### src/rtl/macro_onehot_pkg.sv
// Shared constants for the one-hot decode pipeline: default index width and
// the skid-buffer occupancy encoding.
package macro_onehot_pkg;

  localparam int ONEHOT_BIN_WIDTH_DEFAULT = 4;

  typedef enum logic [1:0] {
    CNT_EMPTY = 2'd0,
    CNT_ONE   = 2'd1,
    CNT_FULL  = 2'd2
  } cnt_e;

endpackage

### src/rtl/macro_decoder_onehot_bin.sv
// Combinational binary-to-one-hot decoder; indices >= OUTPUT_WIDTH decode to
// all zeros and drop in_range.
module macro_decoder_onehot_bin #(
  parameter int INPUT_WIDTH  = 4,
  parameter int OUTPUT_WIDTH = 1 << INPUT_WIDTH
) (
  input  logic [INPUT_WIDTH-1:0]  d,
  output logic [OUTPUT_WIDTH-1:0] q,
  output logic                    in_range
);

  always_comb begin
    for (int k = 0; k < OUTPUT_WIDTH; k++) begin
      q[k] = (int'(d) == k);
    end
    in_range = (int'(d) < OUTPUT_WIDTH);
  end

endmodule

### src/rtl/macro_decoder_onehot_pipe.sv
// Registered binary-to-one-hot decoder with a 2-entry skid buffer; all outputs from flops.
// Optional out-of-range drop + sticky err under MACRO_DECODER_ONEHOT_RANGE_CHECK_EN.
module macro_decoder_onehot_pipe
  import macro_onehot_pkg::*;
#(
  parameter int INPUT_WIDTH  = ONEHOT_BIN_WIDTH_DEFAULT,
  parameter int OUTPUT_WIDTH = 1 << INPUT_WIDTH
) (
  input  logic                    clk,
  input  logic                    reset,
  input  logic                    i_valid,
  output logic                    i_ready,
  input  logic [INPUT_WIDTH-1:0]  i_d,
  output logic                    o_valid,
  input  logic                    o_ready,
  output logic [OUTPUT_WIDTH-1:0] o_q,
  output logic                    err
);

  logic [OUTPUT_WIDTH-1:0] dec_vec;
  logic                    in_range;

  macro_decoder_onehot_bin #(
    .INPUT_WIDTH (INPUT_WIDTH),
    .OUTPUT_WIDTH(OUTPUT_WIDTH)
  ) u_bin (
    .d       (i_d),
    .q       (dec_vec),
    .in_range(in_range)
  );

  cnt_e                    cnt_q, cnt_d;
  logic [OUTPUT_WIDTH-1:0] head_q, head_d;
  logic [OUTPUT_WIDTH-1:0] tail_q, tail_d;
  logic                    i_ready_q, o_valid_q;
  logic                    in_fire, out_fire, enq;

  assign in_fire  = i_valid && i_ready_q;
  assign out_fire = o_valid_q && o_ready;

`ifdef MACRO_DECODER_ONEHOT_RANGE_CHECK_EN
  logic err_q;

  assign enq = in_fire && in_range;
  assign err = err_q;

  always_ff @(posedge clk or posedge reset) begin
    if (reset) begin
      err_q <= 1'b0;
    end else if (in_fire && !in_range) begin
      err_q <= 1'b1;
    end
  end
`else
  logic unused_in_range;

  assign unused_in_range = in_range;
  assign enq             = in_fire;
  assign err             = 1'b0;
`endif

  // head_q is kept at zero whenever the buffer is empty so o_q needs no mux.
  always_comb begin
    cnt_d  = cnt_q;
    head_d = head_q;
    tail_d = tail_q;
    case (cnt_q)
      CNT_EMPTY: begin
        if (enq) begin
          head_d = dec_vec;
          cnt_d  = CNT_ONE;
        end
      end
      CNT_ONE: begin
        if (enq && out_fire) begin
          head_d = dec_vec;
        end else if (enq) begin
          tail_d = dec_vec;
          cnt_d  = CNT_FULL;
        end else if (out_fire) begin
          head_d = '0;
          cnt_d  = CNT_EMPTY;
        end
      end
      CNT_FULL: begin
        if (out_fire) begin
          head_d = tail_q;
          tail_d = '0;
          cnt_d  = CNT_ONE;
        end
      end
      default: begin
        cnt_d  = CNT_EMPTY;
        head_d = '0;
        tail_d = '0;
      end
    endcase
  end

  always_ff @(posedge clk or posedge reset) begin
    if (reset) begin
      cnt_q     <= CNT_EMPTY;
      head_q    <= '0;
      tail_q    <= '0;
      i_ready_q <= 1'b1;
      o_valid_q <= 1'b0;
    end else begin
      cnt_q     <= cnt_d;
      head_q    <= head_d;
      tail_q    <= tail_d;
      i_ready_q <= (cnt_d != CNT_FULL);
      o_valid_q <= (cnt_d != CNT_EMPTY);
    end
  end

  assign i_ready = i_ready_q;
  assign o_valid = o_valid_q;
  assign o_q     = head_q;

endmodule

### config.mk
export PLATFORM = sky130hd
export DESIGN_NAME = macro_decoder_onehot_pipe
export DESIGN_NICKNAME = d
export VERILOG_FILES = /design/src/rtl/macro_onehot_pkg.sv /design/src/rtl/macro_decoder_onehot_bin.sv /design/src/rtl/macro_decoder_onehot_pipe.sv
export SDC_FILE = /design/constraint.sdc
export NUM_CORES = 1
export LEC_CHECK = 0
export CORE_ASPECT_RATIO = 0.75
export CORE_MARGIN = 10
export CORE_UTILIZATION = 30
export DETAILED_ROUTE_END_ITERATION = 8
export GPL_TIMING_DRIVEN = 0
export HOLD_SLACK_MARGIN = 0.12
export PLACE_DENSITY = 0.46
export SKIP_LAST_GASP = 1
export SYNTH_ARGS = -nofsm -noshare
export SYNTH_HDL_FRONTEND = slang
export SYNTH_HIERARCHICAL = 1
export SYNTH_SLANG_ARGS = --single-unit
### constraint.sdc
create_clock -name clk -period 1.98 [get_ports clk]
set_input_delay 0.396 -clock clk [delete_from_list [all_inputs] [get_ports clk]]
set_output_delay 0.396 -clock clk [all_outputs]
set_load 0.05 [all_outputs]
Word level (Yosys, flattened, before mapping)
Cells that the tools add are included.
Word-level totals
  input bits: 8
  word-level logic and storage cells: 52
  register bits after elaboration: 36
  output and inout port bits: 19
Operators by class
  bitwise gates (word level): 1
  reduce and logical (&&, ||, !) cells: 8
  muxes and demuxes: 14
  equality and inequality tests: 24
Operator list (number)
  16-bit two-way mux: 6
  16-bit one-hot mux with 3 select lines: 2
  4-bit == test (second input constant): 8
  4-bit by 3-bit == test with 1-bit output (second input constant): 4
  2-bit two-way mux: 5
  2-bit != test (second input constant): 5
  4-bit by 2-bit == test with 1-bit output (second input constant): 2
  4-bit AND reduction: 2
  3-bit != test (second input constant): 2
  2-bit one-hot mux with 3 select lines: 1
  4-bit by 1-bit == test with 1-bit output (second input constant): 1
  4-bit logical NOT: 1
  1-bit logical AND: 3
  2-bit by 1-bit == test with 1-bit output (second input constant): 1
  2-bit == test (second input constant): 1
  2-bit logical NOT: 1
  2-bit nonzero test: 1
  1-bit inverter: 1

Logic depth before layout (Yosys ltp)
  depth in word-level cells: 6
  gate-level depth with buffers: 7
  depth with buffers taken out: 5

Modules after synthesis
The synthesis kept the hierarchy.
By module, submodules not included
  macro_decoder_onehot_pipe: seq. area each 902.1 um2, area an instance 1898.1 um2, instances 1, cells an instance 191
  macro_decoder_onehot_bin: seq. area each 0.0 um2, area an instance 237.7 um2, instances 1, cells an instance 22

Least setup slack after synthesis
No wires, ideal clock.
  kind: register to register
  start point: register o_valid_q, in the netlist o_valid
  end point: register tail_q[0]
  arrival: 1.475 ns
  required time: 1.845 ns
  buffers on the path: 1
  setup slack: 0.370 ns
  setup time: 0.135 ns
  clock period less this slack: 1.610 ns
  cell stages (with the launch flop): 5
  cell sequence: dfrtp_1 > nand2_2 > a21oi_1 > clkbuf_1 > o31ai_1
Between the ends
  cells in the longest elaborated chain, start to end: 4
  elaborated cells between the ends (all ways): 5
  classes of those cells: eq/ne: 2; reduce/logical: 3
Ends and longest elaborated chain
  start, declared: line macro_decoder_onehot_pipe.sv:35  | logic i_ready_q, o_valid_q;
  start signal, assigned: line macro_decoder_onehot_pipe.sv:112  | o_valid_q <= (cnt_d != CNT_EMPTY);
  1-bit logical AND *: line macro_decoder_onehot_pipe.sv:39  | assign out_fire = o_valid_q && o_ready;
  1-bit logical AND: line macro_decoder_onehot_pipe.sv:75  | if (enq && out_fire) begin
  2-bit != test (no source line)
  4-bit AND reduction (no source line) *
  end signal, assigned: line macro_decoder_onehot_pipe.sv:110  | tail_q <= tail_d;
  end, declared: line macro_decoder_onehot_pipe.sv:34  | logic [OUTPUT_WIDTH-1:0] tail_q, tail_d;
Mark *: on every way between the ends. The rest lies on a longest branch, timed or not.
A chain may end at the register's enable or synchronous reset.

Worst setup path in the final report
  start point: register o_valid_q, in the netlist o_valid
  end point: output port o_valid
RTL lines
  end, declared: line macro_decoder_onehot_pipe.sv:14  | output logic o_valid,
No word-level cell between the ends.

==> flow_summary_export.csv <==
group,metric,value,unit
clock_network,cts_tree,"built",
sta,fin_skew,0.002829,ns
hold_path,hp-start,"o_q[11]$_DFFE_PP0P_",
placed_design,portBuffers,25,
routing,firstDrtPassIters,4,
die,coreArea,6832,um2
cells_and_area,stdcell_area,2569,um2
sta,max_slew_margin,45.57,%
routing,wirelength,5.728,mm
cells_and_area,mostFrequentLayoutCell,"dfrtp_1",
sta,rsz0062_at_grt,"no",
grt,grt_first_pass_wirelength,9.611,mm
cells_and_area,mostFrequentLayoutCells,"dfrtp_1 (35), clkdlybuf4s50_1 (24)",
clock_network,htree_levels,2,
cells_and_area,final_nets,251,
sta,tns,0,ns
setup_path,crit_path_top_delay_cell,"clkdlybuf4s50_1",
placed_design,routabilityCongestion,0.7846,
placed_design,place_inst,320,
clock_network,cts_made_buffers,5,
routing,vias,1721,
sta,final_max_slew_viol_count,0,
routing,drt_iter0_markers,50,
setup_path,crit_type,"register to output port",
die,dieArea,10880,um2
grt,grt_pass1_vias,1754,
clock_network,hold_buffers,0,
grt,grt_max_degree,37,
setup_path,endpoint_kind,"output port",
die,initial_utilization,31.10,%
cells_and_area,post-route-util,37.60,%
cells_and_area,n_antenna_cell,0,
sta,hold_violations,0,
grt,gr-usage-met2,16.03,%
setup_path,crit_buf_inv,1,
placed_design,post-place-ws,-0.1230,ns
grt,grt.total_usage,11.00,%
grt,grt_use_met3,2.966,%
routing,drc,0,
routing,final_antenna_net_count,0,
sta,clock.fmax,536.1,MHz
placed_design,dp_hpwl,4.008,mm
synth,synth_nets,219,
sta,finalCritPeriodShare,94.20,%
hold_path,hp-class,"register to register",
clock_network,clockBufferDepth,2,
setup_path,crit_fanout,3,
die,dieHeight,92.88,um
setup_path,startpoint,"o_valid$_DFF_PP0_",
sta,min_period,1.865,ns
clock_network,clkLatencyLatePin,0.28,ns
power_and_ir_drop,powerDensity,1166,nW/um2
setup_path,cp_cell_sequence,"clkdlybuf4s50_1",
clock_network,clockRootBuffer,"clkbuf_8",
grt,grtUsageMet1,15.81,%
synth,syn-mean-instance-area,10.07,um2
power_and_ir_drop,p_leak,1.013,nW
sta,setup_viol,0,
clock_network,clk_pin_slew,0.08,ns
setup_path,path_delay_family,"buffers and inverters",
setup_path,worstPathArrival,1.47,ns
sta,fin_ws,0.1148,ns
power_and_ir_drop,ir_drop,474.8,uV
setup_path,cpPeakStageDelay,0.81,ns
synth,ys_warn_count,6,
synth,syn_inst,211,
cells_and_area,final_cells,328,
clock_network,post_cts_resized,1,
grt,antenna_found_initial,0,
setup_path,critical_path_required,1.58,ns
sta,worst_pin_slew,0.8153,ns
clock_network,cts_sinks,36,
placed_design,place_area,2480,um2
die,die_w,117.2,um
status,status,"finished clean",
routing,via_per_inst,5.247,
clock_network,postCtsSetupRepairBufs,0,
synth,synth.cell_area,2125,um2
setup_path,r2r-start,"i_ready$_DFF_PP1_",
die,io_pins,27,
die,rows,26,
cells_and_area,area_growth_syn_to_layout,20.91,%
grt,busiest_layer,"met2",
cells_and_area,drive_above_1_share,15.57,%
routing,wl_per_cell,17.46,um
grt,overflow,0,
setup_path,start_kind,"register",
flow_run,cap_violations,0,
[flip-flops by register name, summed over array words and instances (netlist names)]
register and flops:
cnt_q 2, i_ready 1, o_q 16, o_valid 1
tail_q 16
[per-stage QoR]
step	hold slack (ns)	total power [W]
CTS	0.4930	0.003035
finish	0.4870	0.002996
global placement	0.4714	0.002469
floorplan	0.4771	0.001997
global route	0.5044	0.003187
detailed placement	0.4727	0.002471
[power by group]
group          total, W  internal, W  switching [W]  leakage, nW
sequential     0.000913     0.000856      0.0000568        0.492
clock          0.000561     0.000285       0.000276       0.0455
combinational   0.00152     0.000488        0.00103        0.475
[path summary, 6_finish.rpt]
check,end,slack [ns],cells past startpoint
max reg2reg,o_q[4]$_DFFE_PP0P_,0.32,5
min,o_q[11]$_DFFE_PP0P_,0.49,1
min in group asynchronous,o_q[12]$_DFFE_PP0P_,0.59,2
max,o_valid,0.11,1
max in group asynchronous,tail_q[15]$_DFFE_PP0P_,0.87,2
min reg2reg,o_q[11]$_DFFE_PP0P_,0.49,1
[layout make-up]
| class | count | area, um2 |
|---|---|---|
| fillers | 707 | 4263 |
| clock buffers | 8 | 90.09 |
| repair buffers | 25 | 249.0 |
| flip-flops and latches | 36 | 902.1 |
| well taps | 84 | 105.1 |
| plain buffers | 22 | 156.4 |
| multi-input cells | 152 | 1062 |
| inverters | 1 | 3.754 |
[metal layers]
metal  vias to the layer above  wire (um)
li1                        846          -
met1                       853       3097
met2                        20       2408
met3                         2        200
met4                         0         21
met5                         -          0
Power figures use the tool's default switching activity.
